### config.mk
export PLATFORM = sky130hd
export DESIGN_NAME = bpfvm_forwarder
export DESIGN_NICKNAME = d
export VERILOG_FILES = /design/src/rtl/bpfvm_forwarder.sv
export SDC_FILE = /design/constraint.sdc
export NUM_CORES = 1
export LEC_CHECK = 0
export ABC_AREA = 1
export CAP_MARGIN = 20
export CORE_MARGIN = 2
export CORE_UTILIZATION = 46
export DETAILED_ROUTE_END_ITERATION = 8
export PLACE_DENSITY = 0.77
export REMOVE_ABC_BUFFERS = 1
export SETUP_SLACK_MARGIN = 0.3
export SLEW_MARGIN = 10
export SYNTH_ARGS = -nofsm -noshare
export SYNTH_HDL_FRONTEND = slang
export SYNTH_SLANG_ARGS = --single-unit
### constraint.sdc
create_clock -name clk -period 8 [get_ports clk]
set_input_delay 0.8 -clock clk [delete_from_list [all_inputs] [get_ports clk]]
set_output_delay 0.8 -clock clk [all_outputs]
set_load 0.02 [all_outputs]
### src/rtl/bpfvm_forwarder.sv
// Packet egress from bpfvm memory: 64-bit reads streamed as a byte stream with keep/last.
// Optional BPFVM_FORWARDER_STATS_EN adds packet and byte counters.
module bpfvm_forwarder #(
  parameter int unsigned ADDR_WIDTH = 10,
  parameter int unsigned LEN_WIDTH  = 13
) (
  input  logic                  clk,
  input  logic                  rst,
  input  logic                  ready_for_forwarder,
  input  logic [LEN_WIDTH-1:0]  pkt_len,
  output logic [ADDR_WIDTH-1:0] forwarder_rd_addr,
  output logic                  forwarder_rd_en,
  input  logic [63:0]           forwarder_rd_data,
  output logic                  forwarder_done,
  output logic [63:0]           m_tdata,
  output logic [7:0]            m_tkeep,
  output logic                  m_tlast,
  output logic                  m_tvalid,
  input  logic                  m_tready
`ifdef BPFVM_FORWARDER_STATS_EN
  , output logic [31:0]         pkt_count
  , output logic [31:0]         byte_count
`endif
);

  localparam int unsigned BeatW = ADDR_WIDTH;
  localparam logic [LEN_WIDTH:0] MaxLen = {{LEN_WIDTH{1'b0}}, 1'b1} << (ADDR_WIDTH + 2);

  typedef enum logic [1:0] {StIdle, StStream, StDone, StRelease} state_e;

  state_e           state_q, state_d;
  logic [2:0]       rem_q, rem_d;
  logic [BeatW-1:0] beats_q, beats_d;
  logic [BeatW-1:0] issued_q, issued_d;

  logic             inflight_q;
  logic [7:0]       inf_keep_q;
  logic             inf_last_q;

  logic [63:0]      fifo_data_q [2];
  logic [7:0]       fifo_keep_q [2];
  logic             fifo_last_q [2];
  logic             wr_ptr_q, rd_ptr_q;
  logic [1:0]       cnt_q;

  logic [LEN_WIDTH:0] len_c;
  logic             fifo_empty, pop, push_fifo, pop_fifo, issue_ok, issue_last;
  logic [7:0]       issue_keep;
  logic [2:0]       occ;
  logic [63:0]      head_data;
  logic [7:0]       head_keep;
  logic             head_last;

  assign len_c = ({1'b0, pkt_len} > MaxLen) ? MaxLen : {1'b0, pkt_len};

  // The read in flight is treated as the FIFO tail so its data can bypass to the output.
  assign fifo_empty = (cnt_q == 2'd0);
  assign m_tvalid   = !fifo_empty || inflight_q;
  assign pop        = m_tvalid && m_tready;
  assign push_fifo  = inflight_q && !(fifo_empty && pop);
  assign pop_fifo   = pop && !fifo_empty;
  assign occ        = {1'b0, cnt_q} + {2'b00, inflight_q} - {2'b00, pop};

  assign head_data = fifo_empty ? forwarder_rd_data : fifo_data_q[rd_ptr_q];
  assign head_keep = fifo_empty ? inf_keep_q : fifo_keep_q[rd_ptr_q];
  assign head_last = fifo_empty ? inf_last_q : fifo_last_q[rd_ptr_q];

  assign m_tdata = m_tvalid ? head_data : 64'd0;
  assign m_tkeep = m_tvalid ? head_keep : 8'd0;
  assign m_tlast = m_tvalid && head_last;

  assign issue_ok   = (state_q == StStream) && (issued_q < beats_q) && (occ < 3'd2);
  assign issue_last = (issued_q == beats_q - 1'b1);
  assign issue_keep = (issue_last && rem_q != 3'd0) ? (8'hFF << (4'd8 - {1'b0, rem_q})) : 8'hFF;

  assign forwarder_rd_en   = issue_ok;
  assign forwarder_rd_addr = {issued_q[ADDR_WIDTH-2:0], 1'b0};
  assign forwarder_done    = (state_q == StDone);

  always_comb begin
    state_d  = state_q;
    rem_d    = rem_q;
    beats_d  = beats_q;
    issued_d = issue_ok ? issued_q + 1'b1 : issued_q;
    unique case (state_q)
      StIdle: begin
        if (ready_for_forwarder) begin
          rem_d    = len_c[2:0];
          beats_d  = BeatW'((len_c + (LEN_WIDTH + 1)'(7)) >> 3);
          issued_d = '0;
          state_d  = (beats_d == '0) ? StDone : StStream;
        end
      end
      StStream:  if (pop && head_last) state_d = StDone;
      StDone:    state_d = StRelease;
      StRelease: if (!ready_for_forwarder) state_d = StIdle;
      default:   state_d = StIdle;
    endcase
  end

  always_ff @(posedge clk or negedge rst) begin
    if (!rst) begin
      state_q    <= StIdle;
      rem_q      <= '0;
      beats_q    <= '0;
      issued_q   <= '0;
      inflight_q <= 1'b0;
      inf_keep_q <= '0;
      inf_last_q <= 1'b0;
    end else begin
      state_q    <= state_d;
      rem_q      <= rem_d;
      beats_q    <= beats_d;
      issued_q   <= issued_d;
      inflight_q <= issue_ok;
      inf_keep_q <= issue_keep;
      inf_last_q <= issue_last;
    end
  end

  always_ff @(posedge clk or negedge rst) begin
    if (!rst) begin
      for (int i = 0; i < 2; i++) begin
        fifo_data_q[i] <= '0;
        fifo_keep_q[i] <= '0;
        fifo_last_q[i] <= 1'b0;
      end
      wr_ptr_q <= 1'b0;
      rd_ptr_q <= 1'b0;
      cnt_q    <= '0;
    end else begin
      if (push_fifo) begin
        fifo_data_q[wr_ptr_q] <= forwarder_rd_data;
        fifo_keep_q[wr_ptr_q] <= inf_keep_q;
        fifo_last_q[wr_ptr_q] <= inf_last_q;
        wr_ptr_q              <= ~wr_ptr_q;
      end
      if (pop_fifo) rd_ptr_q <= ~rd_ptr_q;
      cnt_q <= cnt_q + {1'b0, push_fifo} - {1'b0, pop_fifo};
    end
  end

`ifdef BPFVM_FORWARDER_STATS_EN
  logic [LEN_WIDTH:0] len_q;

  always_ff @(posedge clk or negedge rst) begin
    if (!rst) begin
      len_q      <= '0;
      pkt_count  <= '0;
      byte_count <= '0;
    end else begin
      if (state_q == StIdle && ready_for_forwarder) len_q <= len_c;
      if (state_q == StDone) begin
        pkt_count  <= pkt_count + 32'd1;
        byte_count <= byte_count + 32'(len_q);
      end
    end
  end
`endif

endmodule

After elaboration in Yosys (flattened, before gate mapping):

Cells that the tools add are included.

* register bits after elaboration: 185
* input bits: 81
* logic and storage cells: 94
* output and inout port bits: 86

* muxes and demuxes: 33
* bitwise gates (word level): 4
* order comparisons: 6
* $add $sub $neg: 8
* shifts and indexed selects: 1
* reductions and logical operators: 19
* equal/unequal tests: 7

Operators by type and width (count)
* two-way mux 64 bit: 6
* bitwise mux 128 bit: 1
* demux 64 bit (select 1 bit): 1
* two-way mux 8 bit: 7
* two-way mux 10 bit: 3
* bitwise mux 16 bit: 1
* adder 13 x 3 -> 13 bit, second input constant: 1
* > comparator 13 bit, second input constant: 1
* two-way mux 13 bit: 1
* adder 10 x 1 -> 10 bit, second input constant: 1
* equality test 10 bit: 1
* logical AND 1 bit: 10
* logical NOT 10 bit: 1
* < comparator 10 bit: 1
* subtractor 10 x 1 -> 10 bit, second input constant: 1
* demux 8 bit (select 1 bit): 1
* two-way mux 2 bit: 4
* one-hot mux 2 bit (4 select lines): 1
* << shifter 8 x 4 -> 8 bit, first input constant: 1
* two-way mux 1 bit: 5
* equality test 2 bit, second input constant: 2
* greater-or-equal comparator 2 bit, second input constant: 2
* logical NOT 2 bit: 2
* != test 2 bit, second input constant: 2
* 18 further kinds: 21

Logic depth before layout (Yosys ltp):

* depth in word-level cells: 10
* depth in mapped cells: 16

Worst setup path before layout:

No wires, ideal clock.

* kind: register -> output
* start point: reg cnt_q[0]
* end point: out forwarder_rd_en
* required time: 7.200 ns
* stages on the path, launching flop included: 13
* buffers on the path: 2
* slack: 4.840 ns
* arrival: 2.360 ns
* cells stage by stage: dfrtp_1 > nor2_1 > inv_1 > buf_2 > nor2_1 > nor2_1 > ha_1 > nor2_1 > fa_1 > nor2_1 > nand2_1 > inv_1 > buf_2

* cells in the longest elaborated chain, start to end: 7
* elaborated cells on any way between the ends: 8

RTL lines
* start: declaration: line 44 `logic [1:0] cnt_q;`
* start signal: assignment: line 139 `cnt_q <= cnt_q + {1'b0, push_fifo} - {1'b0, pop_fifo};`
* logical NOT 2 bit: line 57 `assign fifo_empty = (cnt_q == 2'd0);`
* logical NOT 1 bit: line 58 `assign m_tvalid = !fifo_empty || inflight_q;`
* logical OR 1 bit: line 58
* logical AND 1 bit: line 59 `assign pop = m_tvalid && m_tready;`
* subtractor 3 x 1 -> 3 bit *: line 62 `assign occ = {1'b0, cnt_q} + {2'b00, inflight_q} - {2'b00, pop};`
* < comparator 3 x 2 -> 1 bit *: line 72 `assign issue_ok = (state_q == StStream) && (issued_q < beats_q) && (occ < 3'd2);`
* logical AND 1 bit *: line 72
* end: declaration: line 12 `output logic forwarder_rd_en,`

Mark *: on every way between the ends. The rest lies on a longest branch, timed or not.

Worst setup path in the final report:

* start point: reg cnt_q[1]
* end point: out forwarder_rd_en

Same word-level chain as after synthesis.

==> flow_summary_export.csv <==
group,metric,value,unit
worst_setup_path,timing.critical_path.mode_cell,"nor2_1",
clock_network,htreeDepth,4,
cells_and_area,diodes,0,
die,initial_core_util,46.8,%
global_route,grt_pass1_vias,8111,
global_route,grt_pass1_wl,39.8,mm
synth,synth_top_area_share,47.1,%
synth,yosys_register_bits,185,
global_route,antenna_found_initial,0,
cells_and_area,final_util,57.8,%
worst_setup_path,worst-setup-path-type,"flop to output pin",
cells_and_area,area_growth,23.6,%
timing,fin_tns_setup,0,ns
routing,ant_nets,0,
worst_setup_path,rr_endpoint,"issued_q[4]",
clock_network,cts_hold_buffers,0,
worst_setup_path,slowest_stage,"clkdlybuf4s50_1",
worst_setup_path,worst-path-stages,11,
synth,synth_area_per_cell,7.86,sq um
global_route,grt_max_degree,110,
synth,synthDistinctLibCells,40,
timing,rsz0062_at_grt,"false",
routing,firstDrtPassIters,6,
worst_setup_path,r2r_slack,4.85,ns
pwr,p_comb_share,55.4,%
worst_setup_path,end_kind,"output pin",
timing,maxSlewHeadroom,31.4,%
worst_setup_path,max_stage_delay,0.68,ns
timing,worstMarginPinSlew,1.03,ns
clock_network,cts_tree,"built",
flow_run,max_cap_violations,0,
pwr,power.density,428,nW/um^2
min_path,hold_path_end,"fifo_data_q[101]",
die,coreArea,21000,sq um
clock_network,cts_setup_buffers,0,
cells_and_area,design_area,12100,sq um
pwr,switching_share,44.2,%
die,die_w,150,um
worst_setup_path,setup.worst_path.start_class,"flop",
pwr,seq_power_share,29.2,%
pwr,p_clk_share,15.4,%
min_path,hp-class,"flop to flop",
worst_setup_path,path_buf_inv,3,
synth,synth_top_cell_by_area,"dfrtp_1",
min_path,holdPathStages,2,
worst_setup_path,crit_start,"cnt_q[1]",
synth,syn-cell-area,9830,sq um
timing,max_freq,217,MHz
worst_setup_path,crit_chain,"nor2_1 -> inv_4 -> nor2_1 -> nor2_1 -> ha_1 -> nor2_1 -> fa_1 -> nor2_1 -> nand2_1 -> inv_1 -> clkdlybuf4s50_1",
clock_network,clk_path_buf_depth,2,
routing,drt-initial-drc-count,641,
clock_network,postCtsResizedCells,0,
clock_network,clkTransAtPathRegs,0.08,ns
die,die_y,150,um
cells_and_area,nets,1466,
routing,routed_via_density,5.21,
die,die-area,22600,sq um
timing,clock_skew,0.0115,ns
timing,drv_slew,0,
placed_design,placed_area,11600,sq um
clock_network,cts_sinks,185,
global_route,grt.overflow.total,0,
worst_setup_path,cp_top_family,"buffers and inverters",
min_path,min-delay-start,"fifo_data_q[101]",
placed_design,io_buffer_count,165,
worst_setup_path,worst-endpoint-arrival,3.81,ns
timing,finalHoldViolations,0,
routing,vias,8580,
routing,routedWlPerCell,14.6,um
timing,min_period,4.61,ns
synth,postSynthCellCount,1251,
routing,drc,0,
clock_network,clock_latency,0.43,ns
synth,ys_seq_area_share,47.1,%
synth,yosysWarnings,0,
placed_design,gp_congestion,0.852,
routing,drt-total-wl,24.0,mm
pwr,internal_power,2.90,mW
pwr,p_switching,2.30,mW
die,num_io_pins,167,
placed_design,hpwl,15.4,mm
cells_and_area,drive_gt1_share,4.52,%
global_route,grt_usage,21.9,%
worst_setup_path,crit_fanout,41,
pwr,power.leakage,5.88,nW
outcome,outcome,"finished, final reports clean",
clock_network,numCtsBuffers,17,
timing,period_share,57.7,%
die,rows,53,
synth,synthTopCellsByArea,"dfrtp_1, nand2_1, o21ai_0, inv_1, nor2_1",
worst_setup_path,rr_worst_depth,13,
worst_setup_path,cp.required,7.20,ns
timing,setup_violations,0,
clock_network,clockRootBuffer,"clkbuf_16",
pwr,power.ir.vdd_worst,215,uV
worst_setup_path,worstReg2RegStart,"cnt_q[1]",
-- stage by stage --
| step | instances | power, mW | setup slack [ns] | hold slack (ns) |
|---|---|---|---|---|
| floorplan | 1167 | 3.27 | 3.11 | 0.448 |
| global placement | 1614 | 4.33 | 3.69 | 0.460 |
| detailed placement | 1615 | 4.42 | 3.66 | 0.468 |
| CTS | 1647 | 5.24 | 3.36 | 0.485 |
| global route | 1648 | 5.63 | 3.00 | 0.502 |
| finish | 1648 | 5.20 | 3.39 | 0.483 |
-- per-layer routing --
layer	global-route usage [%]	wire length, um	share of wire [%]	vias to the layer above
met5	0	0	0	-
met4	5.24	262	1.1	0
met3	3.58	1400	5.8	22
met2	35.6	11100	46	220
met1	31.0	11200	47	4048
li1	-	-	-	4290
-- Yosys cell counts, drive strengths merged --
master,count
xnor2,8
dfrtp,185
o32ai,37
fa,1
a211oi,3
o311ai,1
nand3,49
a21oi,8
nand2,306
nand4,7
o31ai,1
nor4,1
a221oi,2
o21ai,210
ha,24
o2111ai,1
clkinv,2
nor3,8
o211ai,37
or2,1
clkbuf,63
xor2,16
o21bai,1
nor2,93
inv,164
conb,1
buf,21
-- placed cells by master, fill, tap and decap left out, types with 16 or more instances in the layout --
| cell | Yosys | routed |
|---|---|---|
| dfrtp_1 | 185 | 184 |
| o32ai_1 | 37 | 37 |
| xor2_1 | 16 | 16 |
| o21ai_0 | 209 | 209 |
| o211ai_1 | 37 | 37 |
| clkbuf_16 | 0 | 17 |
| nand3_1 | 48 | 47 |
| nor2_1 | 88 | 88 |
| clkdlybuf4s50_1 | 0 | 164 |
| inv_1 | 161 | 160 |
| nand2_1 | 305 | 305 |
| ha_1 | 24 | 24 |
-- cells by family after synthesis --
kind of cell | count (synthesis) | synth area share (%)
fa+ha+maj | 25 | 3.26
xor+xnor | 24 | 2.14
buf+inv | 250 | 10.1
compound gates | 301 | 18.0
other cells | 1 | 0.0381
simple gates | 465 | 19.4
flops | 185 | 47.1
-- power by group through the flow --
stage	registers, mW	logic, mW	clock network, mW
2_1_floorplan	1.52	1.75	0
3_3_place_gp	1.51	2.82	0
3_5_place_dp	1.53	2.89	0
4_1_cts	1.52	2.91	0.820
5_1_grt	1.56	3.21	0.861
6_report	1.52	2.88	0.801
-- worst min-delay path, stage by stage, from the launching register on --
cell and delay, ns:
dfrtp_1 0.34, nand2_1 0.05, o21ai_0 0.06
-- worst max-delay path by stage --
stage	end
floorplan	forwarder_rd_en
global placement	forwarder_rd_en
detailed placement	forwarder_rd_en
CTS	forwarder_rd_en
global route	forwarder_rd_en
finish	forwarder_rd_en
-- layout make-up --
type                       instances  area (sq um)
clock buffer                      18           429
clock inverter                    14           131
fill                            1893          8870
inverter                         166           626
multi-input combinational        816          4230
sequential                       185          4630
tap                              275           344
timing repair buffer             174          1760
-- state kept, by name, indices dropped and copies added, names as in the netlist --
register / flops
fifo_data_q: 128
rd_ptr_q: 1
inf_last_q: 1
inf_keep_q: 8
fifo_keep_q: 16
inflight_q: 1
rem_q: 3
beats_q: 10
issued_q: 10
state_q: 2
cnt_q: 2
wr_ptr_q: 1
fifo_last_q: 2
Power figures use the tool's default switching activity.
